## config.mk

```make
export PLATFORM = sky130hd
export DESIGN_NAME = cordic_sweep_gen
export DESIGN_NICKNAME = d
export VERILOG_FILES = /design/src/rtl/cordic_pkg.sv /design/src/rtl/cordic_valid_dly.sv /design/src/rtl/cordic_sweep_gen.sv
export SDC_FILE = /design/constraint.sdc
export NUM_CORES = 1
export LEC_CHECK = 0
export CAP_MARGIN = 10
export CORE_ASPECT_RATIO = 0.6
export CORE_MARGIN = 5
export CORE_UTILIZATION = 38
export CTS_BUF_LIST = sky130_fd_sc_hd__clkbuf_8
export DETAILED_ROUTE_END_ITERATION = 10
export MAX_ROUTING_LAYER = met4
export SLEW_MARGIN = 0
export SYNTH_ARGS = -nofsm -noshare
export SYNTH_HDL_FRONTEND = slang
export SYNTH_HIERARCHICAL = 1
export SYNTH_SLANG_ARGS = --single-unit
```

## constraint.sdc

```tcl
create_clock -name CLK_100MHZ -period 6.4 [get_ports CLK_100MHZ]
set_input_delay 0.64 -clock CLK_100MHZ [delete_from_list [all_inputs] [get_ports CLK_100MHZ]]
set_output_delay 0.64 -clock CLK_100MHZ [all_outputs]
set_load 0.005 [all_outputs]
```

## src/rtl/cordic_pkg.sv

```systemverilog
// rtl/cordic_pkg.sv - shared angle constants, default seed amplitude and sweep FSM states
// Angles use a 32-bit phase word where 2^32 represents one full turn.
package cordic_pkg;

  localparam logic [31:0] ANG_90      = 32'h4000_0000;
  localparam logic [31:0] ANG_180     = 32'h8000_0000;
  // 32000 / 1.647, pre-divided by the CORDIC gain
  localparam int          AMP_DEFAULT = 19429;

  typedef enum logic [1:0] {
    ST_IDLE,
    ST_RUN,
    ST_DRAIN,
    ST_DONE
  } sweep_state_e;

endpackage

```

## src/rtl/cordic_valid_dly.sv

```systemverilog
// rtl/cordic_valid_dly.sv - DEPTH-deep shift register carrying {valid, index} tags
// Latency-matches the sample tag to the rotator pipeline; clearing empties every stage.
module cordic_valid_dly #(
  parameter int DEPTH = 16
) (
  input  logic        clk,
  input  logic        rst_n,
  input  logic        in_valid,
  input  logic [15:0] in_index,
  output logic        out_valid,
  output logic [15:0] out_index
);

  logic [16:0] sr_q [DEPTH];
  logic [16:0] sr_d [DEPTH];

  always_comb begin
    sr_d[0] = {in_valid, in_index};
    for (int i = 1; i < DEPTH; i++) begin
      sr_d[i] = sr_q[i-1];
    end
  end

  always_ff @(posedge clk) begin
    if (!rst_n) begin
      sr_q <= '{default: '0};
    end else begin
      sr_q <= sr_d;
    end
  end

  assign out_valid = sr_q[DEPTH-1][16];
  assign out_index = sr_q[DEPTH-1][15:0];

endmodule

```

## src/rtl/cordic_sweep_gen.sv

```systemverilog
// rtl/cordic_sweep_gen.sv - phase sweep / seed generator feeding a pipelined CORDIC rotator
// Optional quadrant pre-rotation for full-circle coverage: CORDIC_SWEEP_QUAD_PREROT_EN.
module cordic_sweep_gen
  import cordic_pkg::*;
#(
  parameter int SZ       = 16,
  parameter int PIPE_LAT = 16,
  parameter int AMP      = AMP_DEFAULT
) (
  input  logic          CLK_100MHZ,
  input  logic          RST_N,
  input  logic          start,
  input  logic [31:0]   step,
  input  logic [15:0]   count,
  output logic [31:0]   angle,
  output logic [SZ-1:0] Xin,
  output logic [SZ-1:0] Yin,
  output logic          busy,
  output logic          out_valid,
  output logic [15:0]   out_index,
  output logic          done
);

  sweep_state_e  state_q, state_d;
  logic [31:0]   acc_q, acc_d;
  logic [31:0]   step_q, step_d;
  logic [15:0]   count_q, count_d;
  logic [15:0]   idx_q, idx_d;
  logic [31:0]   angle_q, angle_d;
  logic [SZ-1:0] xin_q, xin_d;

  logic [31:0]   issue_angle;
  logic [SZ-1:0] issue_xin;
  logic [SZ-1:0] amp_pos;
  logic          last_issue;
  logic          last_out;
  logic          dly_valid;
  logic [15:0]   dly_index;

  assign amp_pos = SZ'(AMP);

  // acc_q always holds the phase of the sample after the one currently on angle_q
`ifdef CORDIC_SWEEP_QUAD_PREROT_EN
  logic [SZ-1:0] amp_neg;
  assign amp_neg = SZ'(-AMP);

  always_comb begin
    issue_angle = acc_q;
    issue_xin   = amp_pos;
    if (acc_q[31:30] == ANG_90[31:30] || acc_q[31:30] == ANG_180[31:30]) begin
      issue_angle = acc_q + ANG_180;
      issue_xin   = amp_neg;
    end
  end
`else
  always_comb begin
    issue_angle = acc_q;
    issue_xin   = amp_pos;
  end
`endif

  assign last_issue = (idx_q == count_q - 16'd1);
  assign last_out   = dly_valid && (dly_index == count_q - 16'd1);

  always_comb begin
    state_d = state_q;
    acc_d   = acc_q;
    step_d  = step_q;
    count_d = count_q;
    idx_d   = idx_q;
    angle_d = '0;
    xin_d   = '0;
    case (state_q)
      ST_IDLE: begin
        if (start) begin
          step_d  = step;
          count_d = count;
          idx_d   = '0;
          acc_d   = step;
          if (count == 16'd0) begin
            state_d = ST_DONE;
          end else begin
            state_d = ST_RUN;
            xin_d   = amp_pos;
          end
        end
      end
      ST_RUN: begin
        if (last_issue) begin
          state_d = ST_DRAIN;
        end else begin
          angle_d = issue_angle;
          xin_d   = issue_xin;
          acc_d   = acc_q + step_q;
          idx_d   = idx_q + 16'd1;
        end
      end
      ST_DRAIN: begin
        if (last_out) begin
          state_d = ST_DONE;
        end
      end
      ST_DONE: begin
        state_d = ST_IDLE;
      end
      default: begin
        state_d = ST_IDLE;
      end
    endcase
  end

  always_ff @(posedge CLK_100MHZ) begin
    if (!RST_N) begin
      state_q <= ST_IDLE;
      acc_q   <= '0;
      step_q  <= '0;
      count_q <= '0;
      idx_q   <= '0;
      angle_q <= '0;
      xin_q   <= '0;
    end else begin
      state_q <= state_d;
      acc_q   <= acc_d;
      step_q  <= step_d;
      count_q <= count_d;
      idx_q   <= idx_d;
      angle_q <= angle_d;
      xin_q   <= xin_d;
    end
  end

  // idx_q is pushed even with valid=0 so out_index holds its last value between sweeps
  cordic_valid_dly #(
    .DEPTH(PIPE_LAT)
  ) u_valid_dly (
    .clk      (CLK_100MHZ),
    .rst_n    (RST_N),
    .in_valid (state_q == ST_RUN),
    .in_index (idx_q),
    .out_valid(dly_valid),
    .out_index(dly_index)
  );

  assign angle     = angle_q;
  assign Xin       = xin_q;
  assign Yin       = '0;
  assign busy      = (state_q == ST_RUN) || (state_q == ST_DRAIN);
  assign done      = (state_q == ST_DONE);
  assign out_valid = dly_valid;
  assign out_index = dly_index;

endmodule

```

==> results.sh <==
export IMPL_die_width_um=270
export IMPL_first_pass_iters=7
export IMPL_clockRootBuffer="clkbuf_8"
export IMPL_finalHoldViolations=0
export IMPL_p_per_area_nw_per_um2=367
export IMPL_clock_power_share_pct=31.0
export IMPL_period_share_pct=57.5
export IMPL_mostFrequentLayoutCells="dfxtp_1, and2_1, nand2_1"
export IMPL_core_area_um2=40300
export IMPL_dr_total_vias=10900
export IMPL_antenna_found_initial=0
export IMPL_irDropWorstVdd_uv=187
export IMPL_ys_flop_type="dfxtp_1"
export IMPL_routabilityCongestion=0.878
export IMPL_vias_per_cell=4.88
export IMPL_wl_mm=34.8
export IMPL_synthArstFlopShare_pct=0
export IMPL_drv_cap=0
export IMPL_die_h_um=166
export IMPL_dp_hpwl_mm=22.6
export IMPL_drc_errors=0
export IMPL_ys_warnings_count=6
export IMPL_first_global_vias=10200
export IMPL_crit_type="flip-flop to flip-flop"
export IMPL_hold_buffers=0
export IMPL_setup_violations=0
export IMPL_syn_avg_cell_area_um2=9.74
export IMPL_end_kind="flip-flop"
export IMPL_ys_types=72
export IMPL_syn_area_um2=15400
export IMPL_grt_setup_unrepaired="no"
export IMPL_antenna_cells=0
export IMPL_wl_per_cell_um=15.6
export IMPL_swShare_pct=32.0
export IMPL_fmax_mhz=272
export IMPL_io_buffers=110
export IMPL_cts_tree="yes"
export IMPL_worstPathMaxFanout=92
export IMPL_grt_pass1_wl_mm=55.5
export IMPL_grt_ovfl_total=0
export IMPL_clk_latency_ns=0.62
export IMPL_cts_resized_gates=0
export IMPL_drtIter0Drc=741
export IMPL_clockBufferDepth=3
export IMPL_tns_ns=0
export IMPL_cellInternalPower_mw=4.43
export IMPL_drtAntennaViolNets=0
export IMPL_finalNetCount=1750
export IMPL_comb_power_share_pct=25.6
export IMPL_layout_commonest_cell="dfxtp_1"
export IMPL_relSlewSlack_pct=29.0
export IMPL_place_area_um2=16600
export IMPL_postCtsSetupBuffers=0
export IMPL_pwr_share_seq_pct=43.4
export IMPL_numCtsBuffers=58
export IMPL_rows=57
export IMPL_dieArea_um2=44800
export IMPL_h_tree_depth=2
export IMPL_p_leak_nw=7.48
export IMPL_path_clk_slew_ns=0.06
export IMPL_min_path_type="flip-flop to flip-flop"
export IMPL_grt_max_degree=151
export IMPL_syn_inst=1583
export IMPL_finalClockSkew_ns=0.0472
export IMPL_startpoint_type="flip-flop"
export IMPL_area_growth_pct=15.4
export IMPL_arrival_ns=4.20
export IMPL_required_ns=6.92
export IMPL_start_util_pct=38.2
export IMPL_p_switching_mw=2.09
export IMPL_post_route_min_period_ns=3.68
export IMPL_tightest_slew_ns=1.06
export IMPL_stdcell_area_um2=17800
export IMPL_grt_usage_pct=15.5
export IMPL_synth_edf_count=0
export IMPL_drive_gt1_share_pct=6.95
export IMPL_finalMaxSlewViolations=0
export IMPL_cts_sinks=403
export IMPL_seq_area_frac_synth_pct=52.4
export IMPL_p_total_mw=6.52
export IMPL_ys_seq_elements=403
export IMPL_boundaryPins=134
export IMPL_status="finished, final reports clean"
-- logic make-up (layout without fill, tap and decap cells) --
kind of cell / count (synthesis) / after routing / synth area share (%)
compound gates: 266 / 266 / 10.9
simple gates: 641 / 641 / 22.9
fa+ha+maj: 39 / 39 / 3.22
buf+inv: 150 / 244 / 5.37
xor+xnor: 54 / 54 / 3.34
other cells: 1 / 23 / 0.0243
flops: 403 / 403 / 52.4
mux: 29 / 29 / 1.92
-- layout make-up --
cell class                      instances  area (um2)
Clock inverter                         27         169
Tap cell                              531         664
Clock buffer                           72         991
Multi-Input combinational cell       1052        6620
Inverter                               25        93.8
Fill cell                            3818       22500
Timing Repair Buffer                  120        1180
Sequential cell                       403        8070
-- path summary, 6_finish.rpt --
kind	from	end	slack, ns	cells after the start
max	count_q[2]	acc_q[15]	2.72	8
min	u_valid_dly/sr_d[97]	u_valid_dly/sr_d[80]	0.43	1
max reg2reg	count_q[2]	acc_q[15]	2.72	8
min reg2reg	u_valid_dly/sr_d[97]	u_valid_dly/sr_d[80]	0.43	1
-- sequential cells by signal, summed over array words and instances, names as in the netlist, 2 cells and up --
name / count
acc_q: 32
angle: 32
state_q: 2
step_q: 32
u_valid_dly/out_index: 16
u_valid_dly/sr_d: 255
count_q: 16
idx_q: 16
-- critical path: stages, from the launching register on --
cell	delay, ns
dfxtp_1	0.42
nor4_4	0.78
nand3_1	0.31
o311ai_0	0.52
nor4_2	0.15
a21oi_4	0.13
buf_4	0.70
nor2_1	0.13
a211oi_1	0.29
-- synthesized netlist by cell type, types with 5 or more instances --
cell type  number  area [um2]
mux2i_1        25         250
nor3b_1         5        37.5
nand4_1        15        93.8
xor2_1         16         140
a21o_1         22         165
nand2_1       149         559
nor4_1         14        87.6
dfxtp_1       403        8070
nor2_1         66         248
and2_1        278        1740
buf_2          19        95.1
a41o_1          9        90.1
nor3_1         11        55.1
nand2b_1       11        68.8
o21ai_0        30         150
and3_1         45         282
clkbuf_1       46         173
a211oi_1       22         165
buf_6          13         146
o211ai_1        7        52.6
clkbuf_2       10        50.1
a31oi_1        20         125
inv_1          24        90.1
a21oi_1       109         546
xnor2_1        35         307
or2_2           5        31.3
ha_1           38         475
buf_4          35         263
a31o_2          7        61.3
nor2b_1        10        62.6
nand3_1        14        70.1
-- power by group through the flow --
stage | registers [mW] | clock network, mW | logic, mW
after floorplan | 2.82 | 0 | 1.27
after global placement | 2.87 | 0 | 1.63
after detailed placement | 2.88 | 0 | 1.65
after CTS | 2.83 | 2.10 | 1.66
after global routing | 2.85 | 2.21 | 1.84
final | 2.83 | 2.02 | 1.67
-- through the flow --
stage | hold WS [ns] | std cells | setup slack, ns | utilization (%)
2_1_floorplan | 0.412 | 1605 | 3.61 | -
3_3_place_gp | 0.413 | 2131 | 2.88 | 41.3
3_5_place_dp | 0.417 | 2131 | 2.77 | 41.3
4_1_cts | 0.429 | 2230 | 2.77 | 44.1
5_1_grt | 0.436 | 2230 | 2.47 | 44.1
6_report | 0.426 | 2230 | 2.72 | 44.1
-- routing by layer --
metal / up-vias / track usage, % / share of wire [%]
met4: 0 / 3.60 / 1.3
met1: 5123 / 23.3 / 53
met3: 38 / 2.96 / 6.3
met2: 294 / 21.3 / 40
li1: 5418 / - / -
met5: - / - / 0
Note: power is estimated with default switching activity, not from simulation.
